--- config.mk ---
export PLATFORM = sky130hd
export DESIGN_NAME = md_issue_ctrl_flat
export DESIGN_NICKNAME = d
export VERILOG_FILES = /design/src/rtl/md_issue_ctrl_pkg.sv /design/src/rtl/md_issue_ctrl_if.sv /design/src/rtl/md_issue_ctrl_wb_format.sv /design/src/rtl/md_issue_ctrl.sv /design/src/flat_wrapper.sv
export SDC_FILE = /design/constraint.sdc
export NUM_CORES = 1
export LEC_CHECK = 0
export ABC_CLOCK_PERIOD_IN_PS = 3240
export CORE_ASPECT_RATIO = 1.75
export CORE_UTILIZATION = 44
export CTS_CLUSTER_DIAMETER = 100
export DETAILED_ROUTE_END_ITERATION = 8
export GPL_TIMING_DRIVEN = 0
export PLACE_DENSITY = 0.86
export SYNTH_ARGS = -nofsm -noshare
export SYNTH_HDL_FRONTEND = slang
export SYNTH_SLANG_ARGS = --single-unit
--- constraint.sdc ---
create_clock -name clock -period 3.24 [get_ports clock]
set_clock_uncertainty 0.2 [all_clocks]
set_input_delay 0.972 -clock clock [delete_from_list [all_inputs] [get_ports clock]]
set_output_delay 0.972 -clock clock [all_outputs]
set_load 0.01 [all_outputs]
--- src/rtl/md_issue_ctrl_pkg.sv ---
// Shared opcodes, state encoding and status constants for the multdiv issue sequencer.
// The optional watchdog is enabled with `define MD_TIMEOUT_EN.
package md_issue_ctrl_pkg;

    localparam logic [4:0]  OP_MUL         = 5'b00110;
    localparam logic [4:0]  OP_DIV         = 5'b00111;
    localparam logic [4:0]  STATUS_REG     = 5'd30;
    localparam logic [31:0] EXC_MUL        = 32'd4;
    localparam logic [31:0] EXC_DIV        = 32'd5;
    localparam int          TIMEOUT_CYCLES = 64;

    typedef enum logic [2:0] {
        IDLE  = 3'd0,
        START = 3'd1,
        BUSY  = 3'd2,
        DONE  = 3'd3,
        DRAIN = 3'd4
    } md_state_e;

    function automatic logic is_md_op(input logic [4:0] op);
        return (op == OP_MUL) || (op == OP_DIV);
    endfunction

endpackage

--- src/rtl/md_issue_ctrl_if.sv ---
// Operand/control/result bundle between the issue sequencer and the multdiv unit.
// master = sequencer side, slave = multdiv side.
interface md_issue_ctrl_if;

    logic [31:0] md_opA;
    logic [31:0] md_opB;
    logic        ctrl_MULT;
    logic        ctrl_DIV;
    logic        md_inputRDY;
    logic        md_resultRDY;
    logic [31:0] md_result;
    logic        md_exception;

    modport master (
        output md_opA, md_opB, ctrl_MULT, ctrl_DIV,
        input  md_inputRDY, md_resultRDY, md_result, md_exception
    );

    modport slave (
        input  md_opA, md_opB, ctrl_MULT, ctrl_DIV,
        output md_inputRDY, md_resultRDY, md_result, md_exception
    );

endinterface

--- src/rtl/md_issue_ctrl_wb_format.sv ---
// Remaps a multdiv result into its writeback form; an exception becomes
// a status-register write carrying the per-op exception code.
module md_wb_format
    import md_issue_ctrl_pkg::*;
(
    input  logic        exc_i,
    input  logic        is_div_i,
    input  logic [4:0]  rd_i,
    input  logic [31:0] result_i,
    output logic [4:0]  rd_o,
    output logic [31:0] data_o,
    output logic        exc_o
);

    assign rd_o   = exc_i ? STATUS_REG : rd_i;
    assign data_o = exc_i ? (is_div_i ? EXC_DIV : EXC_MUL) : result_i;
    assign exc_o  = exc_i;

endmodule

--- src/rtl/md_issue_ctrl.sv ---
// Execute-stage sequencer for the multi-cycle multdiv unit: issue, stall, writeback.
// `define MD_TIMEOUT_EN adds a watchdog that bounds BUSY/DRAIN.
module md_issue_ctrl
    import md_issue_ctrl_pkg::*;
(
    input  logic             clock,
    input  logic             reset,
    input  logic             in_valid,
    input  logic [4:0]       in_opcode,
    input  logic [31:0]      in_opA,
    input  logic [31:0]      in_opB,
    input  logic [4:0]       in_rd,
    input  logic             flush,
    output logic             stall,
    md_issue_ctrl_if.master  md,
    output logic             wb_valid,
    output logic             wb_we,
    output logic [4:0]       wb_rd,
    output logic [31:0]      wb_data,
    output logic             wb_exception
);

    md_state_e   state_q, state_d;
    logic [31:0] opa_q, opa_d;
    logic [31:0] opb_q, opb_d;
    logic [4:0]  rd_q, rd_d;
    logic        is_div_q, is_div_d;
    logic        mult_q, mult_d;
    logic        div_q, div_d;
    logic        wbv_q, wbv_d;
    logic        wbwe_q, wbwe_d;
    logic [4:0]  wbrd_q, wbrd_d;
    logic [31:0] wbdata_q, wbdata_d;
    logic        wbexc_q, wbexc_d;

    logic        is_md;
    logic        tmo_hit;
    logic        fmt_exc;
    logic [4:0]  fmt_rd;
    logic [31:0] fmt_data;
    logic        fmt_exc_o;

    assign is_md = in_valid & is_md_op(in_opcode);

`ifdef MD_TIMEOUT_EN
    logic [7:0] wdog_q, wdog_d;
    logic       waiting;

    assign waiting = (state_q == BUSY) || (state_q == DRAIN);
    assign wdog_d  = waiting ? wdog_q + 8'd1 : 8'd0;
    assign tmo_hit = waiting && (wdog_q == 8'(TIMEOUT_CYCLES - 1));

    always_ff @(posedge clock) begin
        if (reset) wdog_q <= 8'd0;
        else       wdog_q <= wdog_d;
    end
`else
    assign tmo_hit = 1'b0;
`endif

    // A real result takes priority over a watchdog expiry in the same cycle
    assign fmt_exc = md.md_resultRDY ? md.md_exception : tmo_hit;

    md_wb_format u_fmt (
        .exc_i    (fmt_exc),
        .is_div_i (is_div_q),
        .rd_i     (rd_q),
        .result_i (md.md_result),
        .rd_o     (fmt_rd),
        .data_o   (fmt_data),
        .exc_o    (fmt_exc_o)
    );

    always_comb begin
        state_d  = state_q;
        opa_d    = opa_q;
        opb_d    = opb_q;
        rd_d     = rd_q;
        is_div_d = is_div_q;
        mult_d   = 1'b0;
        div_d    = 1'b0;
        wbv_d    = 1'b0;
        wbwe_d   = 1'b0;
        wbrd_d   = 5'd0;
        wbdata_d = 32'd0;
        wbexc_d  = 1'b0;
        stall    = 1'b0;
        unique case (state_q)
            IDLE: begin
                stall = is_md;
                if (is_md && md.md_inputRDY && !flush) begin
                    state_d  = START;
                    opa_d    = in_opA;
                    opb_d    = in_opB;
                    rd_d     = in_rd;
                    is_div_d = (in_opcode == OP_DIV);
                    mult_d   = (in_opcode != OP_DIV);
                    div_d    = (in_opcode == OP_DIV);
                end
            end
            START: begin
                stall   = 1'b1;
                state_d = flush ? DRAIN : BUSY;
            end
            BUSY: begin
                stall = 1'b1;
                if (flush) begin
                    state_d = md.md_resultRDY ? IDLE : DRAIN;
                end else if (md.md_resultRDY || tmo_hit) begin
                    state_d  = DONE;
                    wbv_d    = 1'b1;
                    wbwe_d   = (fmt_rd != 5'd0);
                    wbrd_d   = fmt_rd;
                    wbdata_d = fmt_data;
                    wbexc_d  = fmt_exc_o;
                end
            end
            DONE: begin
                state_d = IDLE;
            end
            DRAIN: begin
                stall = is_md;
                if (md.md_resultRDY || tmo_hit) state_d = IDLE;
            end
            default: begin
                state_d = IDLE;
            end
        endcase
    end

    always_ff @(posedge clock) begin
        if (reset) begin
            state_q  <= IDLE;
            opa_q    <= 32'd0;
            opb_q    <= 32'd0;
            rd_q     <= 5'd0;
            is_div_q <= 1'b0;
            mult_q   <= 1'b0;
            div_q    <= 1'b0;
            wbv_q    <= 1'b0;
            wbwe_q   <= 1'b0;
            wbrd_q   <= 5'd0;
            wbdata_q <= 32'd0;
            wbexc_q  <= 1'b0;
        end else begin
            state_q  <= state_d;
            opa_q    <= opa_d;
            opb_q    <= opb_d;
            rd_q     <= rd_d;
            is_div_q <= is_div_d;
            mult_q   <= mult_d;
            div_q    <= div_d;
            wbv_q    <= wbv_d;
            wbwe_q   <= wbwe_d;
            wbrd_q   <= wbrd_d;
            wbdata_q <= wbdata_d;
            wbexc_q  <= wbexc_d;
        end
    end

    assign md.md_opA     = opa_q;
    assign md.md_opB     = opb_q;
    assign md.ctrl_MULT  = mult_q;
    assign md.ctrl_DIV   = div_q;

    // A flush landing on the retire cycle squashes the write
    assign wb_valid     = wbv_q & ~flush;
    assign wb_we        = wbwe_q & ~flush;
    assign wb_rd        = wbrd_q;
    assign wb_data      = wbdata_q;
    assign wb_exception = wbexc_q;

endmodule

--- src/flat_wrapper.sv ---
// flat-port wrapper written by rule: the top's interface ports become plain ports
module md_issue_ctrl_flat import md_issue_ctrl_pkg::*;
  (clock, reset, in_valid, in_opcode, in_opA, in_opB, in_rd, flush, stall, wb_valid, wb_we, wb_rd, wb_data, wb_exception, md_md_opA, md_md_opB, md_ctrl_MULT, md_ctrl_DIV, md_md_inputRDY, md_md_resultRDY, md_md_result, md_md_exception);
  md_issue_ctrl_if md_i ();
  input  logic clock;
  input  logic reset;
  input  logic in_valid;
  input  logic [4:0] in_opcode;
  input  logic [31:0] in_opA;
  input  logic [31:0] in_opB;
  input  logic [4:0] in_rd;
  input  logic flush;
  output logic stall;
  output logic wb_valid;
  output logic wb_we;
  output logic [4:0] wb_rd;
  output logic [31:0] wb_data;
  output logic wb_exception;
  output wire logic [$bits(md_i.md_opA)-1:0] md_md_opA;
  output wire logic [$bits(md_i.md_opB)-1:0] md_md_opB;
  output wire logic [$bits(md_i.ctrl_MULT)-1:0] md_ctrl_MULT;
  output wire logic [$bits(md_i.ctrl_DIV)-1:0] md_ctrl_DIV;
  input wire logic [$bits(md_i.md_inputRDY)-1:0] md_md_inputRDY;
  input wire logic [$bits(md_i.md_resultRDY)-1:0] md_md_resultRDY;
  input wire logic [$bits(md_i.md_result)-1:0] md_md_result;
  input wire logic [$bits(md_i.md_exception)-1:0] md_md_exception;
  assign md_md_opA = md_i.md_opA;
  assign md_md_opB = md_i.md_opB;
  assign md_ctrl_MULT = md_i.ctrl_MULT;
  assign md_ctrl_DIV = md_i.ctrl_DIV;
  assign md_i.md_inputRDY = md_md_inputRDY;
  assign md_i.md_resultRDY = md_md_resultRDY;
  assign md_i.md_result = md_md_result;
  assign md_i.md_exception = md_md_exception;
  md_issue_ctrl u_core (.clock(clock), .reset(reset), .in_valid(in_valid), .in_opcode(in_opcode), .in_opA(in_opA), .in_opB(in_opB), .in_rd(in_rd), .flush(flush), .stall(stall), .md(md_i), .wb_valid(wb_valid), .wb_we(wb_we), .wb_rd(wb_rd), .wb_data(wb_data), .wb_exception(wb_exception));
endmodule
==> results of run 1 <==
cell families after synthesis:
group,after synthesis
flip-flops,115
buffers and inverters,30
multiplexers,71
AND/OR/NAND/NOR,203
AO/OA/AOI/OAI,11
power by group:
| part | switching (mW) | total, mW | internal [mW] |
|---|---|---|---|
| Sequential | 0.00216 | 1.42 | 1.42 |
| Clock | 0.664 | 1.99 | 1.33 |
| Combinational | 0.0727 | 0.243 | 0.171 |
| Total | 0.739 | 3.66 | 2.92 |
state kept, by name (all words and copies together) (netlist names):
signal               count
u_core.wb_data          32
u_core.md.md_opB        32
u_core.md.md_opA        32
u_core.wb_rd             5
u_core.md.ctrl_DIV       1
u_core.wbwe_q            1
u_core.wb_exception      1
u_core.is_div_q          1
u_core.wbv_q             1
u_core.state_q           3
u_core.md.ctrl_MULT      1
u_core.rd_q              5
path summary, 6_finish.rpt:
check                       start                    to  slack, ns  cells after the start
min          u_core.md.md_opB[18]  u_core.md.md_opB[18]       0.27                      2
min reg2reg  u_core.md.md_opB[18]  u_core.md.md_opB[18]       0.27                      2
max                  in_opcode[3]                 stall       0.02                      5
max reg2reg     u_core.state_q[1]  u_core.md.md_opB[24]       1.56                      5
tightest hold or removal path: stages (launching register included):
cell and delay, ns:
sky130_fd_sc_hd__dfxtp_1 0.31, sky130_fd_sc_hd__nand2b_1 0.06, sky130_fd_sc_hd__mux2i_1 0.05
Yosys cell counts (all sizes together):
master    n  area [um2]
buf      11         175
nor3      2        10.0
o21ai     2        10.0
nand2b  139         870
or3       1        6.26
and2     31         194
and2b     2        17.5
nand2     1        3.75
and4bb    2        25.0
nor2     12        45.0
mux2i    71         711
a21oi     8        40.0
a32oi     1        8.76
and3      1        11.3
inv       2        7.51
dfxtp   115        2300
nor2b     4        27.5
and4      1        8.76
nand3     3        15.0
nor4      1        6.26
clkbuf   17        63.8
nor3b     1        7.51
nand3b    2        15.0
per-layer routing:
metal,vias up,track usage [%],part of all wire (%)
met4,0,13.2,3.0
li1,1857,-,-
met1,1773,23.6,35
met3,28,6.80,4.9
met5,-,0,0
met2,123,46.0,57
area by class of cell:
type	count	area share [%]
clock inverters	12	2.39
inverters	2	0.0994
plain buffers	28	3.17
repair buffers	218	28.8
flip-flops and latches	115	30.5
multi-input cells	285	27.0
clock buffers	20	6.05
well taps	125	2.07
repair_timing:
action / 4_1_cts / 5_1_grt
setup endpoints to repair: 3 / 0
endpoints found under the hold margin: 0 / 0
gates resized for setup: 8 / 0
setup buffers: 1 / 0
through the flow:
step	hold WS, ns	instance area, um2
2_1_floorplan	0.248	4580
3_3_place_gp	0.257	6910
3_5_place_dp	0.263	6910
4_1_cts	0.275	7550
5_1_grt	0.290	7550
6_report	0.270	7550
==> out/metrics.cfg, run 1 <==
[sta]
setup_slack_ns = 0.0227
max_freq_ghz = 0.311
tightest_slew_ns = 0.499
fin_max_slew_vios = 0
period_share_pct = 99.3
layout_min_cycle_time_ns = 3.22
timing_hold_violations_final = 0
grt_setup_unrepaired = no
setup-violations-final = 0
totalNegativeSetupSlack_ns = 0
relSlewSlack_pct = 66.7

[power]
cellLeakagePower_nw = 2.71
ir_drop_mv = 0.402
power_per_cell_area_mw_per_mm2 = 484
total_power_mw = 3.66

[cts]
tritoncts.num_buffers = 17
cts-root-to-sink-buffers = 2
cts-root-buf = sky130_fd_sc_hd__clkbuf_16
clock_sink_count = 115
htree_levels = 4
clk_transition_reported_paths_ns = 0.05
tritoncts = yes
post_cts_hold_buffer_count = 0
worst_skew_pair.late_latency_ns = 0.40

[setup_path]
critPathBufInv = 2
crit_path_slowest_cell = sky130_fd_sc_hd__clkdlybuf4s50_1
worst-path-max-fanout = 2
cp_slowest_stage_delay_ns = 0.40
critical_path_launch_point_type = input pin
cp_top_family = buffers and inverters
worstPathArrival_ns = 2.05
worstSetupEndpointType = output pin
critPathRequiredTime_ns = 2.07
timing.setup.critical_path_class = input pin to output pin
timing.critical_path.cells = clkdlybuf4s50_1 > and4bb_4 > nand3_1 > o21ai_0 > buf_2

[cells_and_area]
antenna_cells_inserted = 0
post-route-util_pct = 75.7
mostFrequentLayoutCells = sky130_fd_sc_hd__clkdlybuf4s50_1 (214), sky130_fd_sc_hd__nand2b_1 (139), sky130_fd_sc_hd__dfxtp_1 (115)
finalNonFillerCells = 805
fillCellCount = 729
area_growth_pct = 64.8
multi_input_combinational_cell_area_mm2 = 0.00204
num-nets-final = 780
sequential_cell_area_mm2 = 0.00230
mostFrequentLayoutCell = sky130_fd_sc_hd__clkdlybuf4s50_1
final_layout_size_suffix_gt1_share_pct = 7.21

[placed_design]
weighted_congestion_reported_at_the_end_of_routability_driven_placement = 0.760
io_buffer_count = 217
post-place-cells = 772
post-dp-hpwl_um = 9840
place_ws_ns = -0.453

[drt]
dr.first_iter.drc_count = 81
drt-total-wl_um = 13000
dr_total_vias = 3781
vias_per_cell = 4.70
detail_route.drc_violations = 0
detailed_routing_iterations_pass_1 = 4
wire_per_inst_um = 16.2
route.antenna.remaining_nets = 0

[global_route]
vias_in_the_first_global_route = 3991
total_gr_overflow = 0
grt_max_degree = 17
globalRouteTotalUtil_pct = 24.5
antenna_found_initial = 0
grt_first_pass_wirelength_um = 19900

[floorplanning]
initial_core_util_pct = 45.9
design.portCount = 220
die_x_um = 79.1
design.die.area_mm2 = 0.0108
dieHeight_um = 137
num_rows = 48
placeableCoreArea_mm2 = 0.00997

[logic_synthesis]
syn-num-nets = 543
yosys.area_share.adder_pct = 0
synthMuxAreaShare_pct = 15.5
synth.ff_latch_count = 115
synth_compound_gate_area_share_pct = 1.28
synthesis.instances = 430
synth.lib_cells_used.distinct = 26
yosys.area_share.simple_pct = 27.6
synth_sequential_area_ratio_pct = 50.3
yosys.area_share.xor_xnor_pct = 0
main_combinational_cell_family_by_area_after_synthesis = simple AND/OR/NAND/NOR gates
syn_area_mm2 = 0.00458
ys.warnings.count = 0
average_footprint_of_a_synthesized_cell_um2 = 10.7

[outcome]
status = completed

[min_path]
min_path_type = flip-flop to flip-flop

[flow_run]
max-cap-violations = 0

No activity file was read; power rests on OpenSTA's default activity.
==> run 2, diff against run 1 <==
--- a/config.mk
+++ b/config.mk
@@ -12,6 +12,7 @@
 export DETAILED_ROUTE_END_ITERATION = 8
 export GPL_TIMING_DRIVEN = 0
 export PLACE_DENSITY = 0.86
+export RECOVER_POWER = 100
 export SYNTH_ARGS = -nofsm -noshare
 export SYNTH_HDL_FRONTEND = slang
 export SYNTH_SLANG_ARGS = --single-unit
==> out/metrics.cfg, run 2 (same netlist as run 1, synthesis figures left out) <==
[cts]
clk_transition_reported_paths_ns = 0.05
cts-root-buf = sky130_fd_sc_hd__clkbuf_16
worst_skew_pair.late_latency_ns = 0.40
htree_levels = 4
cts-root-to-sink-buffers = 2
clock_sink_count = 115
tritoncts.num_buffers = 17
tritoncts = yes

[sta]
tightest_slew_ns = 0.499
relSlewSlack_pct = 66.7
max_freq_ghz = 0.311
whs_ns = 0.268
fin_max_slew_vios = 0
timing_hold_violations_final = 0
setup_slack_ns = 0.0265
period_share_pct = 99.2
totalNegativeSetupSlack_ns = 0
layout_min_cycle_time_ns = 3.21
setup-violations-final = 0
grt_setup_unrepaired = no

[setup_path]
worst-path-max-fanout = 2
worstPathArrival_ns = 2.04
rr_startpoint = u_core.state_q[2]
cp_slowest_stage_delay_ns = 0.40
timing.setup.critical_path_class = input pin to output pin
critical_path_launch_point_type = input pin
crit_path_slowest_cell = sky130_fd_sc_hd__clkdlybuf4s50_1
critPathRequiredTime_ns = 2.07
r2r.worst_path.cells = 4
worstSetupEndpointType = output pin
cp_top_family = buffers and inverters
timing.critical_path.cells = clkdlybuf4s50_1 > and4bb_4 > nand3_1 > o21ai_0 > buf_2
critPathBufInv = 2
critical_path.reg2reg.endpoint = u_core.wb_data[27]
r2r_setup_slack_ns = 1.46

[floorplanning]
placeableCoreArea_mm2 = 0.00997
num_rows = 48
design.portCount = 220
die_x_um = 79.1
design.die.area_mm2 = 0.0108
initial_core_util_pct = 45.9
dieHeight_um = 137

[drt]
vias_per_cell = 4.70
dr_total_vias = 3787
detailed_routing_iterations_pass_1 = 4
wire_per_inst_um = 16.1
dr.first_iter.drc_count = 71
drt-total-wl_um = 13000
route.antenna.remaining_nets = 0
detail_route.drc_violations = 0

[min_path]
min_delay_worst_endpoint = u_core.md.md_opA[19]
start_point_of_the_worst_min_delay_path = u_core.md.md_opA[19]
worstHoldPathCells = 2
min_path_type = flip-flop to flip-flop

[power]
cellLeakagePower_nw = 3.06
power.share.switching_pct = 20.2
ir_drop_mv = 0.401
power_per_cell_area_mw_per_mm2 = 484
total_power_mw = 3.65
clock_power_share_pct = 54.5
power_switching_mw = 0.736
comb_power_share_pct = 6.6
internal_power_mw = 2.92
share_seq_of_total_power_pct = 38.9

[placed_design]
post-place-cells = 772
io_buffer_count = 217
weighted_congestion_reported_at_the_end_of_routability_driven_placement = 0.760
place_ws_ns = -0.453
post-dp-hpwl_um = 9840

[global_route]
vias_in_the_first_global_route = 3991
antenna_found_initial = 0
grt_first_pass_wirelength_um = 19900
grt_max_degree = 17
globalRouteTotalUtil_pct = 24.5
total_gr_overflow = 0

[cells_and_area]
num-nets-final = 780
sequential_cell_area_mm2 = 0.00230
area_growth_pct = 64.7
final_layout_size_suffix_gt1_share_pct = 6.76
multi_input_combinational_cell_area_mm2 = 0.00204
finalNonFillerCells = 805
mostFrequentLayoutCell = sky130_fd_sc_hd__nand2b_1
mostFrequentLayoutCells = sky130_fd_sc_hd__nand2b_1 (139), sky130_fd_sc_hd__dfxtp_1 (115), sky130_fd_sc_hd__clkdlybuf4s50_1 (109)
antenna_cells_inserted = 0
fillCellCount = 732

[flow_run]
max-cap-violations = 0

[outcome]
status = completed

==> run 2: worst max path at each step <==
stage | cells after the start | end | slack [ns] | start
3_3_place_gp | 5 | stall | -0.45 | in_opcode[4]
6_report | 5 | stall | 0.03 | in_opcode[3]
3_5_place_dp | 5 | stall | -0.45 | in_opcode[3]
2_1_floorplan | 3 | stall | 0.54 | in_opcode[4]
4_1_cts | 5 | stall | 0.02 | in_opcode[3]
5_1_grt | 5 | stall | 0.002 | in_opcode[3]
==> run 2: layout make-up <==
class	instances	share of cell area, %
sequential	115	30.5
timing repair buffer	218	28.8
multi-input combinational	285	27.0
clock buffer	20	6.05
buffer	28	3.12
clock inverter	12	2.39
tap	125	2.07
inverter	2	0.0995
==> run 2: timing repair <==
action	4_1_cts	5_1_grt
resized for setup	8	0
buffers inserted	1	0
endpoints found under the setup margin	3	0
hold buffers	0	0
==> run 2: layer usage <==
layer,global-route usage (%),routed length (um),vias to the layer above
met3,6.80,632,31
li1,-,-,1863
met1,23.6,4520,1773
met4,13.2,413,0
met5,0,0,-
met2,46.0,7420,120
==> run 2: worst register-to-register path, delay by kind of cell (launching register included) <==
kind                   cells  cell delay [ns]
buffers and inverters      1             0.32
AND/OR/NAND/NOR            3             0.86
flip-flops                 1             0.35
==> run 2: power groups by stage <==
| stage | combinational (mW) | sequential (mW) | clock (mW) |
|---|---|---|---|
| 3_5_place_dp | 0.242 | 1.45 | 0 |
| 3_3_place_gp | 0.237 | 1.45 | 0 |
| 6_report | 0.242 | 1.42 | 1.99 |
| 2_1_floorplan | 0.0780 | 1.45 | 0 |
| 4_1_cts | 0.245 | 1.42 | 2.02 |
| 5_1_grt | 0.261 | 1.42 | 2.09 |
==> run 2: through the flow <==
step	area [um2]	utilization (%)
global placement	6910	69.3
global route	7550	75.7
finish	7550	75.7
detailed placement	6910	69.3
floorplan	4580	-
CTS	7550	75.7
==> run 3, diff against run 2 <==
--- a/config.mk
+++ b/config.mk
@@ -6,13 +6,14 @@
 export NUM_CORES = 1
 export LEC_CHECK = 0
 export ABC_CLOCK_PERIOD_IN_PS = 3240
-export CORE_ASPECT_RATIO = 1.75
+export CORE_ASPECT_RATIO = 1.25
 export CORE_UTILIZATION = 44
 export CTS_CLUSTER_DIAMETER = 100
 export DETAILED_ROUTE_END_ITERATION = 8
 export GPL_TIMING_DRIVEN = 0
 export PLACE_DENSITY = 0.86
 export RECOVER_POWER = 100
+export SLEW_MARGIN = 10
 export SYNTH_ARGS = -nofsm -noshare
 export SYNTH_HDL_FRONTEND = slang
 export SYNTH_SLANG_ARGS = --single-unit
==> out/metrics.cfg, run 3 (same netlist as run 1, synthesis figures left out) <==
[outcome]
status = completed

[floorplanning]
initial_core_util_pct = 45.3
die_x_um = 93.3
dieHeight_um = 116
design.portCount = 220
num_rows = 41
placeableCoreArea_mm2 = 0.0101
design.die.area_mm2 = 0.0108

[setup_path]
r2r_setup_slack_ns = 1.42
critical_path_launch_point_type = input pin
worst-path-max-fanout = 2
worstSetupEndpointType = output pin
cp_top_family = buffers and inverters
critical_path.reg2reg.endpoint = u_core.wb_data[25]
rr_startpoint = u_core.state_q[2]
timing.setup.critical_path_class = input pin to output pin
r2r.worst_path.cells = 4
critPathRequiredTime_ns = 2.07
crit_path_slowest_cell = sky130_fd_sc_hd__clkdlybuf4s50_1
timing.critical_path.cells = clkdlybuf4s50_1 > and4bb_4 > nand3_2 > o21ai_1 > buf_2
critPathBufInv = 2
cp_slowest_stage_delay_ns = 0.46
worstPathArrival_ns = 2.01

[cells_and_area]
num-nets-final = 780
area_growth_pct = 64.9
finalNonFillerCells = 809
mostFrequentLayoutCell = sky130_fd_sc_hd__nand2b_1
antenna_cells_inserted = 0
mostFrequentLayoutCells = sky130_fd_sc_hd__nand2b_1 (139), sky130_fd_sc_hd__dfxtp_1 (115), sky130_fd_sc_hd__clkdlybuf4s50_1 (107)
stdcell_area_mm2 = 0.00755
final_layout_size_suffix_gt1_share_pct = 6.91

[cts]
clk_transition_reported_paths_ns = 0.05
htree_levels = 4
cts-root-to-sink-buffers = 2
cts-root-buf = sky130_fd_sc_hd__clkbuf_16
clock_sink_count = 115
worst_skew_pair.late_latency_ns = 0.41
tritoncts.num_buffers = 17
tritoncts = yes

[power]
ir_drop_mv = 0.423
power_per_cell_area_mw_per_mm2 = 482
cellLeakagePower_nw = 3.07

[placed_design]
place_ws_ns = -0.526
post-dp-hpwl_um = 9240
weighted_congestion_reported_at_the_end_of_routability_driven_placement = 0.796
detailed_place.area_mm2 = 0.00691
post-place-cells = 776
io_buffer_count = 217

[sta]
period_share_pct = 98.2
totalNegativeSetupSlack_ns = 0
layout_min_cycle_time_ns = 3.18
setup_slack_ns = 0.0577
tightest_slew_ns = 0.524
max_freq_ghz = 0.314
fin_max_slew_vios = 0
setup-violations-final = 0
relSlewSlack_pct = 65.1
timing_hold_violations_final = 0
grt_setup_unrepaired = no

[min_path]
worstHoldPathCells = 2
min_delay_worst_endpoint = u_core.md.md_opB[8]
start_point_of_the_worst_min_delay_path = u_core.md.md_opB[8]
min_path_type = flip-flop to flip-flop

[global_route]
total_gr_overflow = 0
globalRouteTotalUtil_pct = 23.3
vias_in_the_first_global_route = 3904
groute.layer.met3.usage_pct = 7.02
grt_first_pass_wirelength_um = 19200
grt_max_degree = 17
top_usage_layer = met2
met1_track_usage_gr_pct = 25.5
globalRouteMet2Util_pct = 41.4
antenna_found_initial = 0

[drt]
detailed_routing_iterations_pass_1 = 4
drt-total-wl_um = 12500
wire_per_inst_um = 15.4
vias_per_cell = 4.68
route.antenna.remaining_nets = 0
dr.first_iter.drc_count = 61
detail_route.drc_violations = 0
dr_total_vias = 3784

[flow_run]
max-cap-violations = 0

run 3: layer usage:
layer | routed length (um) | part of all wire (%) | vias to the layer above
met3 | 713 | 5.7 | 21
met5 | 0 | 0 | -
li1 | - | - | 1861
met4 | 247 | 2.0 | 0
met1 | 4850 | 39 | 1786
met2 | 6690 | 54 | 116
run 3: area by class of cell:
cell class,instances,area [um2]
fill,712,2550
sequential,115,2300
timing repair buffer,218,2170
multi-input combinational,285,2040
clock buffer,18,429
buffer,28,235
clock inverter,14,203
tap,129,161
inverter,2,7.51
run 3: where the power goes:
group / internal (mW) / switching [mW]
clock network: 1.30 / 0.681
logic: 0.169 / 0.0738
registers: 1.42 / 0.00199
total: 2.88 / 0.757
run 3: worst max path at each step:
stage / from / to / depth (start not counted)
4_1_cts: in_opcode[4] / stall / 5
3_3_place_gp: in_opcode[3] / stall / 5
6_report: in_opcode[1] / stall / 5
2_1_floorplan: in_opcode[4] / stall / 3
5_1_grt: in_opcode[2] / stall / 5
3_5_place_dp: in_opcode[3] / stall / 5
run 3: tightest hold or removal path: cells and delay by family (launching register included):
family	cells	cell delay, ns
and+or+nand+nor	1	0.06
DFF	1	0.31
muxes	1	0.05
run 3: through the flow:
step	hold WS [ns]	power [mW]	util, %
3_3_place_gp	0.257	1.69	68.4
4_1_cts	0.276	3.67	74.7
2_1_floorplan	0.248	1.53	-
6_report	0.268	3.64	74.7
3_5_place_dp	0.261	1.69	68.4
5_1_grt	0.288	3.76	74.7
run 3: what timing repair did:
item	in CTS	in global routing
hold buffers	0	0
pin swaps	1	1
resized for setup	9	3
buffers inserted	1	0
endpoints found under the setup margin	3	1
